[src/rtl/stack_pop_ctrl.sv]
// ---------------------------------------------------------------------------
// stack_pop_ctrl
//
// Pop-side controller for the LIFO register-file stack. A `start` command
// either pops `burst_len` entries or, with `burst_len` == 0, drains the stack
// until it reports empty. Popped words pass through a 2-entry output buffer
// onto a valid/ready stream. The stack may silently drop a pop that lands on
// the same cycle as an upstream push; such a pop is simply re-issued.
//
// Optional feature macro: STACK_POP_CTRL_ERR_EN
//   defined   : `err` is a sticky flag raised by a stk_valid with no pop
//               outstanding, or by a stk_valid that finds the buffer full.
//   undefined : `err` is tied low and no check logic exists.
//
// Ports
//   clk           in   clock, rising edge
//   reset         in   asynchronous, active-high reset
//   start         in   begin a burst (sampled in IDLE only)
//   burst_len     in   entries to pop, 0 = drain until empty
//   busy          out  high while in RUN or DRAIN
//   done          out  one-cycle pulse in the first IDLE cycle after a burst
//   stk_pop       out  pop request to the stack
//   stk_empty     in   stack empty flag
//   stk_valid     in   pop data valid, one cycle after an accepted pop
//   stk_pop_data  in   pop data
//   out_valid     out  output stream valid
//   out_ready     in   output stream ready
//   out_data      out  output stream data (buffer head)
//   err           out  sticky protocol error
//   state_dbg     out  current FSM state (0 IDLE, 1 RUN, 2 DRAIN)
//
// Handshake: a word moves on the output stream in every cycle where
// out_valid && out_ready at the rising edge. While out_valid is high and
// out_ready is low, out_valid and out_data hold their values.
// ---------------------------------------------------------------------------
module stack_pop_ctrl #(
    parameter int N     = 8,
    parameter int CNT_W = 8
) (
    input  logic             clk,
    input  logic             reset,
    input  logic             start,
    input  logic [CNT_W-1:0] burst_len,
    output logic             busy,
    output logic             done,
    output logic             stk_pop,
    input  logic             stk_empty,
    input  logic             stk_valid,
    input  logic [N-1:0]     stk_pop_data,
    output logic             out_valid,
    input  logic             out_ready,
    output logic [N-1:0]     out_data,
    output logic             err,
    output logic [1:0]       state_dbg
);

    typedef enum logic [1:0] {
        S_IDLE  = 2'd0,
        S_RUN   = 2'd1,
        S_DRAIN = 2'd2
    } state_t;

    state_t           state_q;
    state_t           state_d;
    logic [CNT_W-1:0] rem_q;
    logic             mode_drain_q;
    logic             inflight_q;
    logic [1:0]       occ_q;
    logic [N-1:0]     buf0_q;
    logic [N-1:0]     buf1_q;
    logic             done_q;

    logic             deq;
    logic [1:0]       occ_left;
    logic [1:0]       pending;
    logic             rem_ok;
    logic             issue_ok;
    logic             enq;
    logic             load;
    logic             pop;

    // ------------------------------------------------------------------
    // Buffer bookkeeping
    // ------------------------------------------------------------------
    assign deq      = (occ_q != 2'd0) && out_ready;
    // Occupancy after this cycle's dequeue; deq implies occ_q >= 1.
    assign occ_left = occ_q - {1'b0, deq};
    // Words that will sit in the buffer once the outstanding pop (if any)
    // returns. A new pop only goes out if its word is guaranteed a slot.
    assign pending  = occ_left + {1'b0, inflight_q};
    // In burst mode the outstanding pop already accounts for one of the
    // remaining words, so only issue while more are still owed.
    assign rem_ok   = mode_drain_q || (rem_q > {{(CNT_W-1){1'b0}}, inflight_q});
    assign issue_ok = !stk_empty && (pending < 2'd2) && rem_ok;
    // A word arriving at a full buffer is discarded.
    assign enq      = stk_valid && (occ_left != 2'd2);

    // ------------------------------------------------------------------
    // FSM next state and pop request
    // ------------------------------------------------------------------
    always_comb begin
        state_d = state_q;
        load    = 1'b0;
        pop     = 1'b0;
        case (state_q)
            S_IDLE: begin
                if (start) begin
                    load    = 1'b1;
                    state_d = S_RUN;
                end
            end
            S_RUN: begin
                pop = issue_ok;
                // Leave only once nothing is outstanding, so a dropped pop
                // always gets its chance to be re-issued.
                if (!inflight_q && !issue_ok &&
                    (mode_drain_q ? stk_empty : (rem_q == '0))) begin
                    state_d = S_DRAIN;
                end
            end
            S_DRAIN: begin
                if (occ_left == 2'd0) begin
                    state_d = S_IDLE;
                end
            end
            default: begin
                state_d = S_IDLE;
            end
        endcase
    end

    // ------------------------------------------------------------------
    // Control registers
    // ------------------------------------------------------------------
    always_ff @(posedge clk or posedge reset) begin
        if (reset) begin
            state_q      <= S_IDLE;
            rem_q        <= '0;
            mode_drain_q <= 1'b0;
            inflight_q   <= 1'b0;
            done_q       <= 1'b0;
        end else begin
            state_q    <= state_d;
            inflight_q <= pop;
            done_q     <= (state_q == S_DRAIN) && (state_d == S_IDLE);
            if (load) begin
                rem_q        <= burst_len;
                mode_drain_q <= (burst_len == '0);
            end else if (stk_valid && !mode_drain_q && (rem_q != '0)) begin
                // A dropped pop produces no stk_valid, so rem is untouched.
                rem_q <= rem_q - {{(CNT_W-1){1'b0}}, 1'b1};
            end
        end
    end

    // ------------------------------------------------------------------
    // 2-entry output buffer, buf0 is the head
    // ------------------------------------------------------------------
    always_ff @(posedge clk or posedge reset) begin
        if (reset) begin
            occ_q  <= 2'd0;
            buf0_q <= '0;
            buf1_q <= '0;
        end else begin
            occ_q <= occ_left + {1'b0, enq};
            // New word lands in the first free slot after the dequeue shift.
            if (enq && (occ_left == 2'd0)) begin
                buf0_q <= stk_pop_data;
            end else if (deq) begin
                buf0_q <= buf1_q;
            end
            if (enq && (occ_left == 2'd1)) begin
                buf1_q <= stk_pop_data;
            end
        end
    end

    // ------------------------------------------------------------------
    // Optional protocol error flag
    // ------------------------------------------------------------------
`ifdef STACK_POP_CTRL_ERR_EN
    logic err_q;

    always_ff @(posedge clk or posedge reset) begin
        if (reset) begin
            err_q <= 1'b0;
        end else if (stk_valid && (!inflight_q || (occ_left == 2'd2))) begin
            err_q <= 1'b1;
        end
    end

    assign err = err_q;
`else
    assign err = 1'b0;
`endif

    // ------------------------------------------------------------------
    // Outputs
    // ------------------------------------------------------------------
    assign busy      = (state_q != S_IDLE);
    assign done      = done_q;
    assign stk_pop   = pop;
    assign out_valid = (occ_q != 2'd0);
    assign out_data  = buf0_q;
    assign state_dbg = state_q;

endmodule
[config.mk]
export PLATFORM = sky130hd
export DESIGN_NAME = stack_pop_ctrl
export DESIGN_NICKNAME = d
export VERILOG_FILES = /design/src/rtl/stack_pop_ctrl.sv
export SDC_FILE = /design/constraint.sdc
export NUM_CORES = 1
export LEC_CHECK = 0
export CAP_MARGIN = 5
export CELL_PAD_IN_SITES_DETAIL_PLACEMENT = 0
export CELL_PAD_IN_SITES_GLOBAL_PLACEMENT = 1
export CORE_ASPECT_RATIO = 0.8
export CORE_MARGIN = 2
export CORE_UTILIZATION = 50
export CTS_BUF_LIST = sky130_fd_sc_hd__clkbuf_4
export CTS_CLUSTER_DIAMETER = 80
export DETAILED_ROUTE_END_ITERATION = 8
export DONT_BUFFER_PORTS = 1
export PLACE_DENSITY = 0.78
export SETUP_SLACK_MARGIN = 0.2
export SYNTH_ARGS = -nofsm -noshare
export SYNTH_HDL_FRONTEND = slang
export SYNTH_SLANG_ARGS = --single-unit
[constraint.sdc]
create_clock -name clk -period 4.53 [get_ports clk]
set_clock_uncertainty 0.2 [all_clocks]
set_input_delay 0.906 -clock clk [delete_from_list [all_inputs] [get_ports clk]]
set_output_delay 0.906 -clock clk [all_outputs]
set_load 0.05 [all_outputs]
; ---- Yosys cells after proc, flatten, opt, wreduce, memory -nomap -nowiden
; Index checks and enable logic that the tools add are counted.
[op_classes]
add_sub_neg = 4
order_cmp = 2
n_eq_ne = 4
muxes = 12
reduce_logical = 26
[ops]
columns = operator, count
row1 = 2-to-1 mux 8 bit, 4
row2 = logical NOT 8 bit, 2
row3 = logical AND 1 bit, 11
row4 = > comparator 8 x 1 -> 1 bit, 1
row5 = nonzero test 2 bit, 4
row6 = nonzero test 8 bit, 1
row7 = subtractor 8 x 1 -> 8 bit (second input constant), 1
row8 = logical NOT 2 bit, 3
row9 = 2-to-1 mux 2 bit, 3
row10 = one-hot mux 2 bit (3 select lines), 1
row11 = adder 2 x 1 -> 2 bit, 2
row12 = == test 2 x 1 -> 1 bit (second input constant), 2
row13 = logical NOT 1 bit, 4
row14 = 2-to-1 mux 1 bit, 4
row15 = == test 2 bit (second input constant), 1
row16 = < comparator 2 bit (second input constant), 1
row17 = != test 2 bit (second input constant), 1
row18 = subtractor 2 x 1 -> 2 bit, 1
row19 = logical OR 1 bit, 1
[totals]
reg_bits = 31
output_inout_bits = 15
wordCells = 56

; ---- Logic depth before layout (Yosys ltp)
[depth]
ltp_word = 14
mapped_depth = 10

; ---- Least setup slack after synthesis
; Ideal clock, no wire load.
[synth_path]
path_type = register to output
start = register occ_q[1]
end = output stk_pop
t_arrival_ns = 3.301
required_time_ns = 3.424
setup_slack_ns = 0.123
path_stages_with_launch = 10
path_buffers = 1
cell_sequence = dfrtp_1 -> or2_2 -> clkbuf_1 -> nand2_1 -> inv_1 -> ha_1 -> xnor2_1 -> a21oi_1 -> or4_1 -> nor2_1
[synth_via]
elab_chain_len = 8
[synth_lines]
columns = item, line
row1 = start: declaration, 68  ; logic [1:0] occ_q;
row2 = start signal: assignment, 165  ; occ_q <= occ_left + {1'b0, enq};
row3 = nonzero test 2 bit, -
row4 = named net out_valid, 50  ; output logic out_valid,
row5 = logical AND 1 bit, 85  ; assign deq = (occ_q != 2'd0) && out_ready;
row6 = subtractor 2 x 1 -> 2 bit, 87  ; assign occ_left = occ_q - {1'b0, deq};
row7 = adder 2 x 1 -> 2 bit, 90  ; assign pending = occ_left + {1'b0, inflight_q};
row8 = < comparator 2 bit, 94  ; assign issue_ok = !stk_empty && (pending < 2'd2) && rem_ok;
row9 = logical AND 1 bit (2 in a row), 94
row10 = 2-to-1 mux 1 bit, 105  ; case (state_q)
row11 = end: declaration, 46  ; output logic stk_pop,
; The timed path passes the listed nets, and every way through them passes these cells.

; ---- Worst setup path in the final report
; Same ends and word-level chain as after synthesis.

==> insert_results.sql <==
INSERT INTO impl_metrics (metric_group, metric, value, unit) VALUES
('run_status', 'run_status', 'complete, no violations', ''),
('global_routing', 'global_routing_usage_on_met3', '7.407', '%'),
('routing', 'via_density_per_instance', '5.538', ''),
('run', 'cap_violations', '0', ''),
('placed_design', 'cell_total_after_placement', '190', ''),
('placed_design', 'detailed_place_hpwl', '2162', 'µm'),
('global_routing', 'first_global_vias', '1010', ''),
('cells_and_area', 'fin_cells', '199', ''),
('power_and_ir_drop', 'ir_worst_vdd', '0.0003793', 'V'),
('logic_synthesis', 'syn-cell-area', '1584', 'µm²'),
('logic_synthesis', 'yosys_register_bits', '31', ''),
('critical_path', 'timing.critical_path.buf_inv', '2', ''),
('clock_tree', 'cts_setup_buffers', '0', ''),
('clock_tree', 'post_cts_resize_count', '0', ''),
('power_and_ir_drop', 'seq_power_share', '50.7', '%'),
('sta', 'timing.max_slew.rel_slack', '55.72', '%'),
('logic_synthesis', 'synthesis.nets', '180', ''),
('cells_and_area', 'diodes', '0', ''),
('floorplan', 'fp.dieArea', '3637', 'µm²'),
('cells_and_area', 'layout-drive-gt1-share', '15.09', '%'),
('critical_path', 'timing.critical_path.from_type', 'register', ''),
('placed_design', 'placement.cell_area', '1622', 'µm²'),
('routing', 'drtAntennaViolNets', '0', ''),
('logic_synthesis', 'synthFlopType', 'sky130_fd_sc_hd__dfrtp_1', ''),
('logic_synthesis', 'seq_area_frac_synth', '48.97', '%'),
('clock_tree', 'cts.hold.buffers_added', '0', ''),
('routing', 'drt_iter0_drc', '32', ''),
('cells_and_area', 'final_stage_net_count', '185', ''),
('global_routing', 'grt_busiest_layer', 'met2', ''),
('floorplan', 'floorplan.io_pins', '37', ''),
('critical_path', 'criticalPathCategory', 'register to primary output', ''),
('critical_path', 'critical_path.endpoint_type', 'primary output', ''),
('logic_synthesis', 'netlist_top_cells_area', 'sky130_fd_sc_hd__dfrtp_1 49%, sky130_fd_sc_hd__mux2_2 6.4%, sky130_fd_sc_hd__mux2i_1 6.3%, sky130_fd_sc_hd__a21oi_1 5.4%, sky130_fd_sc_hd__nor2_1 5.2%', ''),
('logic_synthesis', 'synth_top_area_cell', 'sky130_fd_sc_hd__dfrtp_1', ''),
('cells_and_area', 'final_core_utilization', '55.72', '%'),
('power_and_ir_drop', 'p_comb_share', '36.7', '%'),
('logic_synthesis', 'syn-mean-instance-area', '10.35', 'µm²'),
('global_routing', 'use_met2', '26.17', '%'),
('floorplan', 'die_height', '54.34', 'µm'),
('sta', 'slew_violations', '0', ''),
('floorplan', 'die_width', '66.93', 'µm'),
('sta', 'final_period_minus_worst_setup_slack', '4048', 'ps'),
('global_routing', 'pin_count_of_the_biggest_net_entering_global_routing', '32', ''),
('logic_synthesis', 'yosys.area.top_type_share', '48.97', '%'),
('clock_tree', 'clkSlewWorstSetupHoldPaths', '90', 'ps'),
('power_and_ir_drop', 'power.density_cell_area', '742.7', 'nW/µm²'),
('global_routing', 'grtUsageMet1', '22.67', '%'),
('sta', 'hold_viol_final', '0', ''),
('clock_tree', 'tritoncts', 'done', ''),
('logic_synthesis', 'yosys_warnings', '0', ''),
('floorplan', 'coreArea', '3063', 'µm²'),
('power_and_ir_drop', 'p_leak', '0.7686', 'nW'),
('sta', 'setup-violations-final', '0', ''),
('logic_synthesis', 'synth_edf_count', '0', ''),
('cells_and_area', 'final_area', '1707', 'µm²'),
('critical_path', 'critical-path-slowest-cell', 'sky130_fd_sc_hd__or4_1', ''),
('routing', 'drtPass1Iterations', '4', ''),
('min_path', 'hp-class', 'register to register', ''),
('clock_tree', 'cts_buffers', '5', ''),
('routing', 'number_of_drc_violations_after_detailed_routing', '0', ''),
('critical_path', 'path_delay_family', 'simple AND/OR/NAND/NOR gates', ''),
('routing', 'wirelength', '2941', 'µm'),
('sta', 'worst-slew-pin-transition', '658.2', 'ps'),
('sta', 'rsz0062_at_grt', 'no', ''),
('floorplan', 'initial_core_util', '51.72', '%'),
('power_and_ir_drop', 'cellInternalPower', '0.0006741', 'W'),
('power_and_ir_drop', 'p_sw_share', '46.81', '%'),
('logic_synthesis', 'synthDistinctLibCells', '39', ''),
('clock_tree', 'clock_tree.htree_level_count', '2', ''),
('routing', 'wire_per_inst', '14.78', 'µm'),
('global_routing', 'grtUsageTotal', '17.67', '%');
## layout by cell type, fill, tap and decap left out, drive strengths merged, types with 2 or more instances in the layout
| cell | Yosys | final |
|---|---|---|
| dfrtp | 31 | 31 |
| nor2 | 22 | 22 |
| a21oi | 17 | 17 |
| mux2i | 10 | 10 |
| mux2 | 9 | 9 |
| inv | 7 | 7 |
| nand2 | 6 | 6 |
| nor4 | 5 | 5 |
| ha | 5 | 5 |
| clkbuf | 3 | 5 |
| xnor2 | 4 | 4 |
| xor2 | 3 | 3 |
| buf | 2 | 3 |
| nand3 | 2 | 2 |
| or3 | 2 | 2 |
| a31oi | 2 | 2 |
| nand2b | 2 | 2 |
| clkinvlp | 0 | 2 |
| or4 | 2 | 2 |
## per-layer routing
metal	routed length (µm)	vias up
met2	1299	32
met4	39	0
met3	236	7
met1	1365	513
met5	0	-
li1	-	550
## worst paths after layout
check,start,to,slack (ps),cells past startpoint
max,occ_q[1]$_DFF_PP0_,stk_pop,480,9
min,buf1_q[7]$_DFFE_PP0P_,buf1_q[7]$_DFFE_PP0P_,310,1
max reg2reg,occ_q[1]$_DFF_PP0_,out_data[0]$_DFFE_PP0P_,1700,8
min reg2reg,buf1_q[7]$_DFFE_PP0P_,buf1_q[7]$_DFFE_PP0P_,310,1
max in group asynchronous,reset,out_data[3]$_DFFE_PP0P_,3300,2
min in group asynchronous,reset,done$_DFF_PP0_,330,1
## kinds of logic after synthesis
kind of cell / count (synthesis) / share of synthesized area [%]
flops: 31 / 48.97
simple gates: 50 / 16.11
mux: 19 / 12.72
xor+xnor: 7 / 3.871
other cells: 1 / 0.2367
fa+ha+maj: 5 / 3.949
buf+inv: 12 / 3.555
compound gates: 28 / 10.59
## power groups by stage
stage	Clock [W]	Combinational (W)	Sequential (W)
2_1_floorplan	0	0.000413	0.000617
3_3_place_gp	0	0.000453	0.000643
3_5_place_dp	0	0.000468	0.000650
4_1_cts	0.000165	0.000469	0.000644
5_1_grt	0.000175	0.000524	0.000662
6_report	0.000159	0.000466	0.000643
## final cells by class
class                           count  area, µm²
Timing Repair Buffer                3      42.54
Fill cell                         291       1356
Tap cell                           40      50.05
Clock inverter                      3      20.02
Multi-Input combinational cell    110      754.5
Clock buffer                        5      37.54
Inverter                            7      26.28
Sequential cell                    31      775.7
## sequential cells by signal (all words and copies together) (netlist names)
signal and count:
buf1_q 8, state_dbg 2, done 1, rem_q 8, occ_q 2, inflight_q 1
out_data 8, mode_drain_q 1
## metrics by stage
step,hold slack (ps),power [W],setup slack (ps)
global placement,286.9,0.001096,849.6
detailed placement,297.9,0.001117,813.9
CTS,319.6,0.001278,447.3
global route,332.3,0.001362,258.2
finish,312.4,0.001267,482.3
floorplan,278.7,0.001031,343.0
No activity file was read; power rests on OpenSTA's default activity.
